--- src/rtl/adder_3bit_accum_ctrl.sv ---
// adder_3bit_accum_ctrl
//
// Sequential control stage around the team's combinational 3-bit adder.
// Operands arrive on a valid/ready stream. Each accepted operand is added to
// a running accumulator through the external adder. After FRAME_LEN operands
// the final 3-bit sum and a saturating count of adder carry-outs are offered
// on a valid/ready result port.
//
// Parameters:
//   FRAME_LEN  operands per frame (1..15)
//   OVF_W      width of the carry-out counter
//
// Ports:
//   clk, rst              clock (rising edge), async active-high reset
//   in_valid/in_ready     operand handshake, in_data is the 3-bit operand
//   add_a/add_b           to adder: accumulator operand / incoming operand
//   add_sum/add_cout      from adder: sum and carry-out (same cycle)
//   out_valid/out_ready   frame result handshake
//   out_sum/out_ovf       frame final sum / number of carry-outs
//   busy                  frame in progress or result pending
//
// Optional feature (macro ADDER_3BIT_ACCUM_SATURATE_EN): an accept whose
// addition carries out loads 3'b111 into the accumulator instead of the
// wrapped sum. The carry-out count is unaffected.

module adder_3bit_accum_ctrl #(
    parameter int FRAME_LEN = 4,
    parameter int OVF_W     = 4
) (
    input  logic             clk,
    input  logic             rst,
    input  logic             in_valid,
    output logic             in_ready,
    input  logic [2:0]       in_data,
    output logic [2:0]       add_a,
    output logic [2:0]       add_b,
    input  logic [2:0]       add_sum,
    input  logic             add_cout,
    output logic             out_valid,
    input  logic             out_ready,
    output logic [2:0]       out_sum,
    output logic [OVF_W-1:0] out_ovf,
    output logic             busy
);

    typedef enum logic [1:0] {
        IDLE = 2'd0,
        ACC  = 2'd1,
        DONE = 2'd2
    } state_t;

    localparam logic [3:0]       FRAME_LEN_C = 4'(FRAME_LEN);
    localparam logic [OVF_W-1:0] OVF_MAX     = '1;

    state_t           state_q, state_d;
    logic [2:0]       acc_q, acc_d;
    logic [3:0]       cnt_q, cnt_d;
    logic [OVF_W-1:0] ovf_q, ovf_d;
    logic [2:0]       outSum_q, outSum_d;
    logic [OVF_W-1:0] outOvf_q, outOvf_d;
    logic             outValid_q, outValid_d;

    logic             accept;
    logic [2:0]       accNext;
    logic [OVF_W-1:0] ovfNext;

    // Ready is forced low during reset so nothing upstream sees a handshake
    // while the block is held in reset.
    assign in_ready  = !rst && (state_q != DONE);
    assign accept    = in_valid && in_ready;
    assign busy      = (state_q != IDLE);
    assign out_valid = outValid_q;
    assign out_sum   = outSum_q;
    assign out_ovf   = outOvf_q;

    // The first operand of a frame is added to zero, whatever acc holds.
    assign add_a = (state_q == IDLE) ? 3'b000 : acc_q;
    assign add_b = in_data;

`ifdef ADDER_3BIT_ACCUM_SATURATE_EN
    // A carry-out pins the accumulator at its maximum.
    assign accNext = add_cout ? 3'b111 : add_sum;
`else
    // Plain 3-bit wrap; the lost carry is only recorded in ovf.
    assign accNext = add_sum;
`endif

    // Carry counter sticks at all-ones once full.
    assign ovfNext = (add_cout && (ovf_q != OVF_MAX)) ? (ovf_q + OVF_W'(1)) : ovf_q;

    // Next-state logic: accumulate while a frame is open, publish the result
    // on the final beat, and clear the frame on the result handshake.
    always_comb begin
        state_d    = state_q;
        acc_d      = acc_q;
        cnt_d      = cnt_q;
        ovf_d      = ovf_q;
        outSum_d   = outSum_q;
        outOvf_d   = outOvf_q;
        outValid_d = outValid_q;

        case (state_q)
            IDLE, ACC: begin
                if (accept) begin
                    acc_d = accNext;
                    ovf_d = ovfNext;
                    cnt_d = cnt_q + 4'd1;
                    if ((cnt_q + 4'd1) == FRAME_LEN_C) begin
                        state_d    = DONE;
                        outSum_d   = accNext;
                        outOvf_d   = ovfNext;
                        outValid_d = 1'b1;
                    end else begin
                        state_d = ACC;
                    end
                end
            end
            DONE: begin
                // out_valid is always high here, so out_ready alone completes
                // the handshake. The published result stays on the outputs.
                if (out_ready) begin
                    state_d    = IDLE;
                    outValid_d = 1'b0;
                    acc_d      = 3'b000;
                    cnt_d      = 4'd0;
                    ovf_d      = '0;
                end
            end
            default: begin
                state_d = IDLE;
            end
        endcase
    end

    // State and datapath registers.
    always_ff @(posedge clk or posedge rst) begin
        if (rst) begin
            state_q    <= IDLE;
            acc_q      <= 3'b000;
            cnt_q      <= 4'd0;
            ovf_q      <= '0;
            outSum_q   <= 3'b000;
            outOvf_q   <= '0;
            outValid_q <= 1'b0;
        end else begin
            state_q    <= state_d;
            acc_q      <= acc_d;
            cnt_q      <= cnt_d;
            ovf_q      <= ovf_d;
            outSum_q   <= outSum_d;
            outOvf_q   <= outOvf_d;
            outValid_q <= outValid_d;
        end
    end

endmodule
--- config.mk ---
export PLATFORM = sky130hd
export DESIGN_NAME = adder_3bit_accum_ctrl
export DESIGN_NICKNAME = d
export VERILOG_FILES = /design/src/rtl/adder_3bit_accum_ctrl.sv
export SDC_FILE = /design/constraint.sdc
export NUM_CORES = 1
export LEC_CHECK = 0
export CORE_ASPECT_RATIO = 1.2
export CORE_UTILIZATION = 51
export CTS_CLUSTER_DIAMETER = 80
export DETAILED_ROUTE_END_ITERATION = 8
export GPL_ROUTABILITY_DRIVEN = 0
export PLACE_DENSITY_LB_ADDON = 0.08
export SLEW_MARGIN = 20
export SYNTH_ARGS = -nofsm -noshare
export SYNTH_HDL_FRONTEND = slang
export SYNTH_SLANG_ARGS = --single-unit
--- constraint.sdc ---
create_clock -name clk -period 2.6 [get_ports clk]
set_input_delay 0.78 -clock clk [delete_from_list [all_inputs] [get_ports clk]]
set_output_delay 0.78 -clock clk [all_outputs]
set_load 0.1 [all_outputs]
# Word-level counts from Yosys, hierarchy flattened
# Cells that the tools add are included.
[totals] register_bits=21 output_inout_bits=16 elab_cells=47 input_bits=11
[classes] reduce_logical=12 mux=18 n_eq_ne=8 addsub=2
[op_table] operator="$mux W4" count=4
[op_table] operator="$pmux W4 S2" count=2
[op_table] operator="$mux W3" count=3
[op_table] operator="$add A4 B1 Y4 const B" count=2
[op_table] operator="$ne A2 B2 Y1 const B" count=4
[op_table] operator="$mux W2" count=3
[op_table] operator="$pmux W3 S2" count=1
[op_table] operator="$reduce_and A3 Y1" count=2
[op_table] operator="$eq A4 B3 Y1 const B" count=1
[op_table] operator="$ne A4 B4 Y1 const B" count=1
[op_table] operator="$pmux W2 S2" count=1
[op_table] operator="$reduce_and A4 Y1" count=1
[op_table] operator="$reduce_bool A2 Y1" count=2
[op_table] operator="$logic_and A1 B1 Y1" count=3
[op_table] operator="$mux W1" count=3
[op_table] operator="$eq A2 B1 Y1 const B" count=1
[op_table] operator="$eq A2 B2 Y1 const B" count=1
[op_table] operator="$logic_not A2 Y1" count=1
[op_table] operator="$pmux W1 S2" count=1
[op_table] operator="$reduce_and A2 Y1" count=1
[op_table] operator="$reduce_or A2 Y1" count=1
[op_table] operator="$logic_not A1 Y1" count=1

# Longest topological paths before layout
# Gate-level depths: netlist of run 1.
[logic_depth] word_depth=5 mapped_depth=4 depth_no_buf=4

# Worst setup path before layout of run 1
# Ideal clock, no wire load.
[synth_timing] path_type="input to output" startpoint="input port rst" endpoint="output port in_ready" arrival_time_ns=2.033 n_path_buf=0 slack_ns=-0.213 path_stages=1 t_required_ns=1.820 path_cell_list="nor2_1"
[synth_via] elab_chain_cells=2
[synth_rtl] item="from (decl)" line="31" rtl="input logic rst,"
[synth_rtl] item="$logic_not A1 Y1 (no source line)"
[synth_rtl] item="$logic_and A1 B1 Y1" line="69" rtl="assign in_ready = !rst && (state_q != DONE);"
[synth_rtl] item="to (decl)" line="33" rtl="output logic in_ready,"
# No other way between the ends.

# Worst setup path after layout of run 1
# Ends and elaborated chain as after synthesis.

==> results of run 1 <==
==> layer usage <==
layer	track usage, %	vias to the layer above	wire [microns]
met5	0	-	0
met1	27.4	420	919
li1	-	413	-
met4	6.25	0	16
met3	2.08	2	89
met2	36.1	17	1050
==> area by class of cell <==
class	instances	area, sq um	area share [%]
repair buffers	23	240	18.3
well taps	19	23.8	1.81
inverters	5	18.8	1.43
clock buffers	3	22.5	1.71
multi-input cells	70	480	36.5
flip-flops and latches	21	526	39.9
clock inverters	1	5.00	0.380
==> per-stage QoR <==
step                      util (%)  total power [uW]  area, sq um
final                         68.8              1570         1320
after global routing          68.8              1650         1320
after CTS                     68.8              1580         1320
after detailed placement      67.3              1430         1290
after global placement        67.3              1410         1290
after floorplan                  -              1240         1070
==> cells in the final DEF, fill, tap and decap left out <==
cell type,Yosys,routed
clkbuf_4,0,3
clkinv_2,0,1
mux2i_1,2,2
buf_4,4,12
a211oi_1,1,1
o211ai_1,1,1
mux2_2,3,3
nand2_1,3,3
nor3b_1,1,1
a22o_1,4,4
clkdlybuf4s50_1,0,7
or3_1,2,2
nand2b_1,1,1
buf_12,0,4
or3b_1,1,1
nand4_1,2,2
inv_1,5,5
nand2_2,1,1
o21ai_0,10,10
nor3b_2,2,2
a2bb2o_1,1,1
nand3b_1,1,1
and3_1,1,1
nor2_2,0,1
nor2b_1,5,5
o2bb2ai_1,2,2
nand4b_1,1,1
ha_1,2,2
dfrtp_1,21,21
a21o_1,3,3
nor2_1,4,3
a31oi_1,5,5
a21oi_1,4,4
nand3_1,6,6
or3b_2,1,1
==> worst max-delay path by stage <==
stage	end	start	cells past startpoint	slack, ns
global placement	in_ready	rst	3	0.18
detailed placement	in_ready	rst	3	0.16
CTS	in_ready	rst	3	0.15
floorplan	add_a[0]	state_q[1]$_DFFE_PP0P_	2	-0.04
finish	in_ready	rst	3	0.16
global route	in_ready	rst	3	0.12
==> state kept, by name, indices dropped and copies added (netlist names) <==
signal,count
ovf_q,4
out_ovf,4
out_sum,3
state_q,2
acc_q,3
out_valid,1
cnt_q,4
==> cells by family (layout without fill, tap and decap cells) <==
family | after synthesis | in the layout | synth area share, %
and+or+nand+nor | 32 | 32 | 18.5
AOI/OAI and AO/OA | 31 | 31 | 18.9
DFF | 21 | 21 | 49.2
buffers and inverters | 11 | 32 | 6.09
muxes | 5 | 5 | 5.03
adders and majority gates | 2 | 2 | 2.34
==> cell usage after synthesis (4+ instances only) <==
library cell / count
inv_1: 5
nor2b_1: 5
a31oi_1: 5
nor2_1: 4
buf_4: 4
dfrtp_1: 21
o21ai_0: 10
nand3_1: 6
a22o_1: 4
a21oi_1: 4
==> power breakdown <==
part | switching (uW) | total, uW | internal [uW]
clock network | 93.2 | 150 | 57.1
logic | 649 | 893 | 244
registers | 89.0 | 524 | 435
total | 831 | 1570 | 736
==> results_dict.tcl, run 1 <==
set metrics [dict create \
    cp_slowest_cell "clkdlybuf4s50_1" \
    antennaDiodeCount 0 \
    initial_core_util_pct 55.8 \
    skew_ns 0.00589 \
    synth_ff_type "dfrtp_1" \
    drt_iter0_markers 13 \
    io_buffers 20 \
    dp_hpwl_microns 1560 \
    yosys.area.top_type "dfrtp_1" \
    fp.dieH_microns 52.1 \
    setup_tns_ns 0 \
    dieArea_sq_mm 0.00228 \
    whs_ns 0.486 \
    clockBufferDepth 2 \
    yosys.area.top_type_share_pct 49.2 \
    critPathMaxFanout 5 \
    wl_per_cell_microns 14.6 \
    cts_hold_buffers 0 \
    crit_type "in -> out" \
    drv_slew 0 \
    status "complete, no violations" \
    drive_gt1_share_pct 22.8 \
    syn-instance-count 102 \
    cpPeakStageDelay_ns 0.49 \
    overflow 0 \
    rr_worst_depth 3 \
    cts_tree "done" \
    rr_startpoint "state_q[1]$_DFFE_PP0P_" \
    cts_root_buf "clkbuf_4" \
    hold_class "reg -> reg" \
    nFillCells 156 \
    cts_inserted_buffers 3 \
    vias 852 \
    clk-insertion-delay-late_ns 0.29 \
    first_pass_iters 4 \
    h-tree-depth 1 \
    cap_viol_max_count 0 \
    crit_buf_inv 2 \
    yosys_warnings 0 \
    cts_setup_buffers 0 \
    dp.cells 138 \
    synth.distinct_cells 32 \
    p_per_area_mw_per_mm2 1190 \
    wirelength_microns 2080 \
    yosysSeqAreaShare_pct 49.2 \
    crit_path_cell_trace "clkdlybuf4s50_1, nor2_2, buf_12" \
    grt_use_total_pct 20.9 \
    row_count 17 \
    ir_drop_mv 0.747 \
    synth.area.top_cells "dfrtp_1, o21ai_0, a22o_1, mux2_2, a31oi_1" \
    core_sq_mm 0.00191 \
    ys_ff_latch 21 \
    drc 0 \
    rr_endpoint "cnt_q[2]$_DFFE_PP0P_" \
    r2r_slack_ns 0.97 \
    grt_pass1_vias 799 \
    crit_path_start_kind "input pin" \
    nNetsFinal 137 \
    ant_nets 0 \
    hp-start "out_valid$_DFFE_PP0P_" \
    fin_crit_ns 2.44 \
    io_pins 27 \
    pre_cts_ws_ns 0.159 \
    required_ns 1.82 \
    syn-cell-area_sq_mm 0.00107 \
    maxSlewHeadroom_pct 69.0 \
    clkSinkCount 21 \
    cts.clk_slew.worst_paths_ns 0.11 \
    antenna_found_initial 0 \
    min_to "out_valid$_DFFE_PP0P_" \
    cts_resized 0 \
    worst_setup_path_end_kind "output pin" \
    die_w_microns 43.8 \
    crit_family "buffers and inverters" \
    synth_edf_count 0 \
    rsz0062_at_grt "no" \
    fmax_ghz 0.410 \
    async_reset_ff_share_pct 100 \
    finalCritPeriodShare_pct 93.9 \
    syn2layout_area_growth_pct 23.2 \
    syn_nets 115 \
    setup_viol 0 \
    vias_per_cell 6.00 \
    worst_pin_slew_ns 0.465 \
    whs_path_depth 1 \
    hold_viol_final 0 \
    fin_ws_ns 0.159 \
    synth.avg_cell_area_sq_um 10.5 \
    power.static_leakage_uw 0.000615 \
    cp.arrival_ns 1.66 \
    grt_pass1_wl_microns 3510 \
    instances_no_fill 142 \
    grt_max_degree 20 \
]
Note: power is estimated with default switching activity, not from simulation.
==> inputs of run 2 (changes only) <==
Settings changed: CORE_UTILIZATION 51 to 54, CTS_BUF_LIST set to sky130_fd_sc_hd__clkbuf_4, SETUP_SLACK_MARGIN set to 0.4.
==> run 2 against run 1 <==
Net effect: combinational power decreased by 1%; sequential power increased by 0.8%; via count increased by 3.3%; die area down 5.3%; clock power increased by 11%; largest cell class unchanged; largest power group unchanged.
==> results_dict.tcl, run 2 (same netlist as run 1, synthesis figures left out) <==
set metrics [dict create \
    hold_viol_final 0 \
    die_w_microns 42.6 \
    cpPeakStageDelay_ns 0.29 \
    skew_ns 0.00154 \
    combPwrFrac_pct 55.9 \
    initial_core_util_pct 57.7 \
    setup_tns_ns 0 \
    p_clk_share_pct 10.6 \
    multi_input_area_sq_um 483 \
    cts_inserted_buffers 3 \
    drt_iter0_markers 10 \
    final_cell_mix "dfrtp_1, buf_4, o21ai_0" \
    wl_per_cell_microns 15.0 \
    io_buffers 20 \
    rr_worst_depth 3 \
    first_pass_iters 4 \
    total_power_uw 1580 \
    r2r_slack_ns 0.99 \
    nFillCells 155 \
    worst_setup_path_end_kind "output pin" \
    switchingPower_uw 838 \
    nNetsFinal 137 \
    finalCritPeriodShare_pct 84.0 \
    vias 880 \
    fp.dieH_microns 50.7 \
    cts_tree "done" \
    ant_nets 0 \
    hp-start "out_valid$_DFFE_PP0P_" \
    dieArea_sq_mm 0.00216 \
    wirelength_microns 2130 \
    power.static_leakage_uw 0.000612 \
    min_to "out_valid$_DFFE_PP0P_" \
    antenna_found_initial 0 \
    status "complete, no violations" \
    overflow 0 \
    fmax_ghz 0.458 \
    worst_pin_slew_ns 0.408 \
    crit_path_cell_trace "dlygate4sd2_1, nor2_2, buf_12" \
    required_ns 1.82 \
    clk-insertion-delay-late_ns 0.30 \
    setup_viol 0 \
    whs_path_depth 1 \
    clockBufferDepth 2 \
    cp.arrival_ns 1.40 \
    rr_endpoint "cnt_q[2]$_DFFE_PP0P_" \
    row_count 17 \
    intPower_uw 739 \
    hold_class "reg -> reg" \
    cp_slowest_cell "dlygate4sd2_1" \
    clkSinkCount 21 \
    whs_ns 0.486 \
    grt_pass1_vias 841 \
    rr_startpoint "state_q[1]$_DFFE_PP0P_" \
    cap_viol_max_count 0 \
    ir_drop_mv 1.07 \
    seqPwrFrac_pct 33.5 \
    critPathMaxFanout 5 \
    cts.clk_slew.worst_paths_ns 0.11 \
    drc 0 \
    crit_family "buffers and inverters" \
    antennaDiodeCount 0 \
    vias_per_cell 6.20 \
    drv_slew 0 \
    io_pins 27 \
    crit_buf_inv 2 \
    final_common_cell "dfrtp_1" \
    swShare_pct 53.1 \
    maxSlewHeadroom_pct 72.7 \
    grt_max_degree 20 \
    cts_root_buf "clkbuf_4" \
    core_sq_mm 0.00185 \
    syn2layout_area_growth_pct 22.5 \
    dp_hpwl_microns 1560 \
    p_per_area_mw_per_mm2 1200 \
    crit_type "in -> out" \
    grt_pass1_wl_microns 3550 \
    h-tree-depth 1 \
    grt_use_total_pct 22.4 \
    fin_crit_ns 2.18 \
    seqCellArea_sq_um 527 \
    rsz0062_at_grt "yes" \
    drive_gt1_share_pct 24.4 \
    crit_path_start_kind "input pin" \
]
run 2: cell count changes in the layout (fill, tap and decap cells not counted), sizes merged:
cell and delta:
clkbuf +1, clkdlybuf4s50 -1, clkinv -1, dlygate4sd2 +1
run 2: final cells by class:
type	instances	area share, %
flip-flops and latches	21	40.2
multi-input cells	70	36.9
repair buffers	23	17.3
clock buffers	4	2.29
well taps	19	1.82
inverters	5	1.43
run 2: power by group through the flow:
| stage | Sequential (uW) | Combinational (uW) | Clock (uW) |
|---|---|---|---|
| 2_1_floorplan | 891 | 345 | 0 |
| 3_3_place_gp | 527 | 876 | 0 |
| 3_5_place_dp | 532 | 883 | 0 |
| 4_1_cts | 526 | 885 | 169 |
| 5_1_grt | 544 | 917 | 185 |
| 6_report | 528 | 881 | 167 |
run 2: per-layer routing:
metal  vias to the layer above  track usage, %  routed length [microns]
met5                         -               0                        0
met4                         0            14.6                       73
met3                         9            3.60                       89
met2                        22            37.4                     1020
met1                       434            26.2                      942
li1                        415               -                        -
run 2: worst max path at each step:
stage,from,endpoint,cells after the start
CTS,rst,in_ready,3
floorplan,state_q[1]$_DFFE_PP0P_,add_a[0],2
detailed placement,rst,in_ready,3
finish,rst,in_ready,3
global route,rst,in_ready,3
global placement,rst,in_ready,3
run 2: stage by stage:
stage	setup slack [ns]	utilization [%]	std cells	instance area, sq um
global placement	0.184	69.0	138	1280
finish	0.415	70.7	142	1310
global route	0.373	70.7	142	1310
CTS	0.413	70.5	142	1310
detailed placement	0.167	69.0	138	1280
floorplan	-0.0355	-	102	1070
run 2: worst register-to-register path, stage by stage (launching register included):
cell      delay [ns]
dfrtp_2         0.47
or3b_1          0.56
a2bb2o_1        0.31
a21o_1          0.18
run 2: repair_timing:
item,CTS,global route
hold buffers,0,0
buffers inserted,0,0
resized for setup,1,2
setup endpoints to repair,1,4
endpoints found under the hold margin,0,0
pin swaps,1,0
gates cloned,0,0
